===== config.mk =====
export PLATFORM = sky130hd
export DESIGN_NAME = aud_player_stereo
export DESIGN_NICKNAME = d
export VERILOG_FILES = /design/src/rtl/aud_pkg.sv /design/src/rtl/aud_shift_tx.sv /design/src/rtl/aud_player_stereo.sv
export SDC_FILE = /design/constraint.sdc
export NUM_CORES = 1
export LEC_CHECK = 0
export BUFFER_PORTS_ARGS = -buffer_cell sky130_fd_sc_hd__clkbuf_2
export CORE_MARGIN = 1
export CORE_UTILIZATION = 35
export DETAILED_ROUTE_END_ITERATION = 10
export PLACE_DENSITY = 0.61
export SLEW_MARGIN = 15
export SYNTH_ARGS = -nofsm -noshare
export SYNTH_HDL_FRONTEND = slang
export SYNTH_SLANG_ARGS = --single-unit

===== constraint.sdc =====
create_clock -name i_bclk -period 1.77 [get_ports i_bclk]
set_input_delay 0.0885 -clock i_bclk [delete_from_list [all_inputs] [get_ports i_bclk]]
set_output_delay 0.0885 -clock i_bclk [all_outputs]
set_load 0.05 [all_outputs]

===== src/rtl/aud_pkg.sv =====
// Shared types and constants for the stereo DAC player.
package aud_pkg;

   typedef enum logic [2:0] {
      S_IDLE,
      S_SYNC,
      S_DELAY,
      S_SHIFT,
      S_PAD
   } aud_play_state_e;

   localparam logic AUD_FMT_I2S = 1'b0;
   localparam logic AUD_FMT_LJ  = 1'b1;

endpackage


===== src/rtl/aud_shift_tx.sv =====
// Parallel-load MSB-first shifter with a down-counting bit counter.
// Load together with shift loads the word already advanced by one bit.
module aud_shift_tx #(
   parameter int unsigned DATA_W = 16,
   parameter int unsigned CNT_W  = $clog2(DATA_W + 1)
) (
   input  logic              i_bclk,
   input  logic              i_rst_n,
   input  logic              i_clear,
   input  logic              i_load,
   input  logic              i_shift,
   input  logic [DATA_W-1:0] i_data,
   output logic              o_msb,
   output logic [CNT_W-1:0]  o_cnt
);

   logic [DATA_W-1:0] sr_q;
   logic [CNT_W-1:0]  cnt_q;

   always_ff @(posedge i_bclk or negedge i_rst_n) begin
      if (!i_rst_n) begin
         sr_q  <= '0;
         cnt_q <= '0;
      end else if (i_clear) begin
         sr_q  <= '0;
         cnt_q <= '0;
      end else if (i_load) begin
         if (i_shift) begin
            sr_q  <= {i_data[DATA_W-2:0], 1'b0};
            cnt_q <= CNT_W'(DATA_W - 1);
         end else begin
            sr_q  <= i_data;
            cnt_q <= CNT_W'(DATA_W);
         end
      end else if (i_shift) begin
         sr_q <= {sr_q[DATA_W-2:0], 1'b0};
         // Saturate at zero so the count never wraps
         if (cnt_q != '0) cnt_q <= cnt_q - CNT_W'(1);
      end
   end

   assign o_msb = sr_q[DATA_W-1];
   assign o_cnt = cnt_q;

endmodule


===== src/rtl/aud_player_stereo.sv =====
// Stereo DAC serializer: frames a latched L/R pair onto DACDAT using DACLRCK,
// with I2S or left-justified timing, mono duplicate and underrun reporting.
module aud_player_stereo
   import aud_pkg::*;
#(
   parameter int unsigned DATA_W = 16
) (
   input  logic              i_bclk,
   input  logic              i_rst_n,
   input  logic              i_en,
   input  logic              i_daclrck,
   input  logic              i_left_justify,
   input  logic              i_mono,
   input  logic              i_valid,
   input  logic [DATA_W-1:0] i_left_data,
   input  logic [DATA_W-1:0] i_right_data,
   output logic              o_ack,
   output logic              o_underrun,
   output logic              o_busy,
   output logic              o_aud_dacdat
);

   localparam int unsigned CNT_W = $clog2(DATA_W + 1);

   aud_play_state_e   state_q, state_d;
   logic              lrck_q, lj_q, chan_r_q;
   logic [DATA_W-1:0] hold_l, hold_r;
   logic              edge_c, start_l_c, start_r_c, fmt_c;
   logic [DATA_W-1:0] pair_l_c, pair_r_c, word_c;
   logic              ld_c, sh_c, clr_c, dat_d, ack_d, und_d;
   logic              sr_msb;
   logic [CNT_W-1:0]  cnt;

   assign edge_c    = i_daclrck ^ lrck_q;
   assign start_l_c = i_en && edge_c && !i_daclrck && (state_q != S_IDLE);
   assign start_r_c = i_en && edge_c && i_daclrck &&
                      (state_q inside {S_DELAY, S_SHIFT, S_PAD});
   assign pair_l_c  = i_valid ? i_left_data : '0;
   assign pair_r_c  = i_valid ? (i_mono ? i_left_data : i_right_data) : '0;
   assign fmt_c     = start_l_c ? i_left_justify : lj_q;
   assign clr_c     = !i_en;

   always_ff @(posedge i_bclk or negedge i_rst_n) begin
      if (!i_rst_n) state_q <= S_IDLE;
      else          state_q <= state_d;
   end

   // Framing FSM: a start edge always wins over the current slot's progress
   always_comb begin
      state_d = state_q;
      ld_c    = 1'b0;
      sh_c    = 1'b0;
      dat_d   = 1'b0;
      ack_d   = 1'b0;
      und_d   = 1'b0;
      word_c  = hold_r;
      if (!i_en) begin
         state_d = S_IDLE;
      end else if (start_l_c || start_r_c) begin
         ack_d = start_l_c && i_valid;
         und_d = start_l_c && !i_valid;
         if (fmt_c == AUD_FMT_LJ) begin
            ld_c    = 1'b1;
            sh_c    = 1'b1;
            word_c  = start_l_c ? pair_l_c : hold_r;
            dat_d   = word_c[DATA_W-1];
            state_d = S_SHIFT;
         end else begin
            state_d = S_DELAY;
         end
      end else begin
         case (state_q)
            S_IDLE: state_d = S_SYNC;
            S_DELAY: begin
               ld_c    = 1'b1;
               sh_c    = 1'b1;
               word_c  = chan_r_q ? hold_r : hold_l;
               dat_d   = word_c[DATA_W-1];
               state_d = S_SHIFT;
            end
            S_SHIFT: begin
               sh_c  = 1'b1;
               dat_d = sr_msb;
               if (cnt <= CNT_W'(1)) state_d = S_PAD;
            end
            S_SYNC, S_PAD: state_d = state_q;
            default: state_d = S_IDLE;
         endcase
      end
   end

   always_ff @(posedge i_bclk or negedge i_rst_n) begin
      if (!i_rst_n) begin
         lrck_q       <= 1'b1;
         lj_q         <= AUD_FMT_I2S;
         chan_r_q     <= 1'b0;
         hold_l       <= '0;
         hold_r       <= '0;
         o_ack        <= 1'b0;
         o_underrun   <= 1'b0;
         o_busy       <= 1'b0;
         o_aud_dacdat <= 1'b0;
      end else begin
         lrck_q       <= i_daclrck;
         o_ack        <= ack_d;
         o_underrun   <= und_d;
         o_busy       <= !(state_d inside {S_IDLE, S_SYNC});
         o_aud_dacdat <= dat_d;
         if (start_l_c) begin
            hold_l <= pair_l_c;
            hold_r <= pair_r_c;
            lj_q   <= i_left_justify;
         end
         if (start_l_c || start_r_c) chan_r_q <= start_r_c;
      end
   end

   aud_shift_tx #(
      .DATA_W (DATA_W),
      .CNT_W  (CNT_W)
   ) u_shift (
      .i_bclk  (i_bclk),
      .i_rst_n (i_rst_n),
      .i_clear (clr_c),
      .i_load  (ld_c),
      .i_shift (sh_c),
      .i_data  (word_c),
      .o_msb   (sr_msb),
      .o_cnt   (cnt)
   );

endmodule

==> metrics.csv <==
metric;value;unit
violated_checks;negative setup slack;
worst-path-max-fanout;5;
yosysTopAreaCell;sky130_fd_sc_hd__dfrtp_1;
grt_setup_unrepaired;yes;
regArea;1580;um2
number_of_cells_traversed_by_the_worst_register_to_register_path;7;
layout-area-overhead-vs-synth;54.1;%
post_synth_main_area_contributors;sky130_fd_sc_hd__dfrtp_1, sky130_fd_sc_hd__nand2_1, sky130_fd_sc_hd__mux2i_1, sky130_fd_sc_hd__o21ai_0, sky130_fd_sc_hd__o221ai_1;
initial_core_util;36.2;%
finalWirelength;10100;um
rrSetupSlack;-310;ps
arrival;2320;ps
r2r_end;u_shift.o_cnt[3]$_DFFE_PN0P_;
die_area;9940;um2
timing.max_cap.violations;0;
timing.critical_path.slowest_stage_cell;sky130_fd_sc_hd__dfstp_2;
gr-usage-all-layers;20.7;%
cts.path.max_buffers;2;
fillerInstances;799;
min_period;2080;ps
multi_input_area;2040;um2
setup_slack;-312;ps
power.density_cell_area;781;nW/um2
worstMarginPinSlew;580;ps
grt_start_max_net_pins;53;
timing.critical_path.slowest_cell_delay;590;ps
design_power_total;4.02;mW
synth_edf_count;0;
standard_cell_core_area;9240;um2
numPortBuffers;42;
worstSetupEndpointType;register;
finalMaxSlewViolations;0;
routedWlPerCell;16.6;um
floorplan.rows;35;
worstSetupStartpoint;lrck_q$_DFF_PN1_;
drive_gt1_share;43.0;%
achievable-frequency;480;MHz
critical_path.cell_chain;and2b_2, nand4_4, a211o_4, buf_6, a21boi_4, a21oi_2, o221a_2;
final_ant_viol_nets;0;
p_leak;2.33;nW
critPathBufInv;1;
fin_crit_sh;118;%
synthesis.instances;350;
avgViaCountPerCell;5.35;
whs_path_depth;3;
most_common_library_cell_in_the_layout_ignoring_fill_and_taps;sky130_fd_sc_hd__nand2_1;
timing.setup.critical_path_class;reg -> reg;
final_cell_mix;sky130_fd_sc_hd__nand2_1, sky130_fd_sc_hd__dfrtp_1, sky130_fd_sc_hd__buf_4, sky130_fd_sc_hd__clkbuf_2, sky130_fd_sc_hd__mux2i_1;
syn_avg_cell_area;9.54;um2
worst_hold_path.endpoint;hold_l[10]$_DFFE_PN0P_;
critPathLaunchType;register;
synth-warning-count;0;
cp_top_family;compound AO/OA/AOI/OAI gates;
synth_top_cell_area_share;46.4;%
mappedNetlistNets;392;
tritoncts;done;
final.setup_skew;5.36;ps
worst_hold_slack_across_all_endpoints;13.0;ps
outcome;finished, violations left;
r2r-start;lrck_q$_DFF_PN1_;
via_count_of_the_first_global_routing_pass;3159;
yosysUniqueCellTypes;58;
clock_latency;350;ps
start_point_of_the_worst_min_delay_path;i_left_data[10];
ir_drop;0.499;mV
ys_seq_elements;63;
ioPinCount;43;
worst_hold_path_type;in -> reg;
yosys_most_used_dff;sky130_fd_sc_hd__dfrtp_1;
hpwl;6380;um
gp_congestion;0.807;
syn_area;3340;um2
n_antenna_cell;0;
hold_violations;0;
vias;3265;
setup_viol;47;
design.final.nets;519;
cts-buffers-inserted;9;
dr.first_iter.drc_count;158;
cts_sinks;63;
grt_antenna_before_repair;0;
grt_overflow_total;0;
detail_route.drc_violations;0;
synth_seq_area_share;47.2;%
clock-root-buffer;sky130_fd_sc_hd__clkbuf_8;
drt-pass1-iter-count;4;
async_reset_ff_share;100;%
timing.slew.headroom;61.4;%
die-height;99.7;um
required;2000;ps
cts.reportedPaths.clkPinSlew;70;ps
h_tree_levels;3;
dieWidth;99.7;um
wire_length_of_the_first_global_routing_pass;15900;um
-- sequential cells by signal, summed over array words and instances, names as in the netlist --
name and count:
lrck_q 1, o_underrun 1, o_aud_dacdat 1, u_shift.o_cnt 5, state_q 3, o_ack 1, u_shift.sr_q 16, hold_r 16
lj_q 1, hold_l 16, chan_r_q 1, o_busy 1
-- cell usage after synthesis (8+ instances only) --
master                     count
sky130_fd_sc_hd__nand2_1      72
sky130_fd_sc_hd__o221ai_1     12
sky130_fd_sc_hd__nor2_1       15
sky130_fd_sc_hd__o21ai_0      25
sky130_fd_sc_hd__a22o_1        8
sky130_fd_sc_hd__o31ai_1       8
sky130_fd_sc_hd__nand3_1       9
sky130_fd_sc_hd__o21ai_1      12
sky130_fd_sc_hd__or3_1        10
sky130_fd_sc_hd__clkbuf_1      9
sky130_fd_sc_hd__dfrtp_1      62
sky130_fd_sc_hd__mux2i_1      17
-- stage by stage --
stage / TNS (ps) / worst slack (ps) / cell area, um2 / cells / util, %
after floorplan: -2880 / -167 / 3420 / 350 / -
after global placement: -4580 / -267 / 4190 / 560 / 45.3
after detailed placement: -5320 / -323 / 4190 / 560 / 45.3
after CTS: -3800 / -235 / 4790 / 595 / 51.9
after global routing: -9570 / -344 / 5150 / 610 / 55.7
final: -6620 / -312 / 5150 / 610 / 55.7
-- routing by layer --
metal | share of wire (%) | wire, um | global-route usage, %
met5 | 0 | 0 | 0
met1 | 45 | 4570 | 27.2
met4 | 1.6 | 165 | 7.92
met2 | 50 | 5070 | 33.6
met3 | 3.3 | 339 | 4.01
-- timing repair --
| item | 4_1_cts | 5_1_grt |
|---|---|---|
| endpoints found under the hold margin | 19 | 1 |
| hold buffers | 9 | 1 |
| pin swaps | 12 | 7 |
| endpoints found under the setup margin | 37 | 43 |
| setup buffers | 8 | 13 |
| cloned | 3 | 1 |
| gates resized for setup | 42 | 47 |
-- cell families after synthesis --
| family | Yosys count | synth area share (%) |
|---|---|---|
| AOI/OAI and AO/OA | 109 | 23.9 |
| xor gates and xnor gates | 3 | 0.787 |
| adders and majority gates | 3 | 1.12 |
| buffers and inverters | 24 | 3.48 |
| DFF | 63 | 47.2 |
| muxes | 18 | 5.43 |
| and+or+nand+nor | 130 | 18.1 |
-- how the worst max path moves through the flow --
stage | endpoint | cells past startpoint
2_1_floorplan | o_busy$_DFF_PN0_ | 7
6_report | u_shift.o_cnt[3]$_DFFE_PN0P_ | 7
3_3_place_gp | u_shift.o_cnt[3]$_DFFE_PN0P_ | 7
4_1_cts | u_shift.o_cnt[0]$_DFFE_PN0P_ | 8
5_1_grt | u_shift.o_cnt[3]$_DFFE_PN0P_ | 7
3_5_place_dp | u_shift.o_cnt[3]$_DFFE_PN0P_ | 7
-- final cells by class --
cell class / count / area share [%]
timing repair buffer: 134 / 22.3
clock buffer: 12 / 3.01
multi-input combinational: 264 / 39.6
clock inverter: 3 / 0.826
tap: 129 / 3.14
inverter: 5 / 0.413
sequential: 63 / 30.7
-- worst register-to-register path, delay by kind of cell (launching register included) --
kind                   cells  cell delay, ps
AND/OR/NAND/NOR            2             360
AO/OA/AOI/OAI              4             880
buffers and inverters      1             130
flip-flops                 1             590
-- report_power, final --
part | switching [mW] | internal [mW] | leakage [nW] | total [mW]
logic | 0.504 | 0.501 | 1.39 | 1.00
clock network | 0.555 | 0.717 | 0.0985 | 1.27
registers | 0.127 | 1.61 | 0.842 | 1.74
total | 1.19 | 2.83 | 2.33 | 4.02
Note: power is estimated with default switching activity, not from simulation.
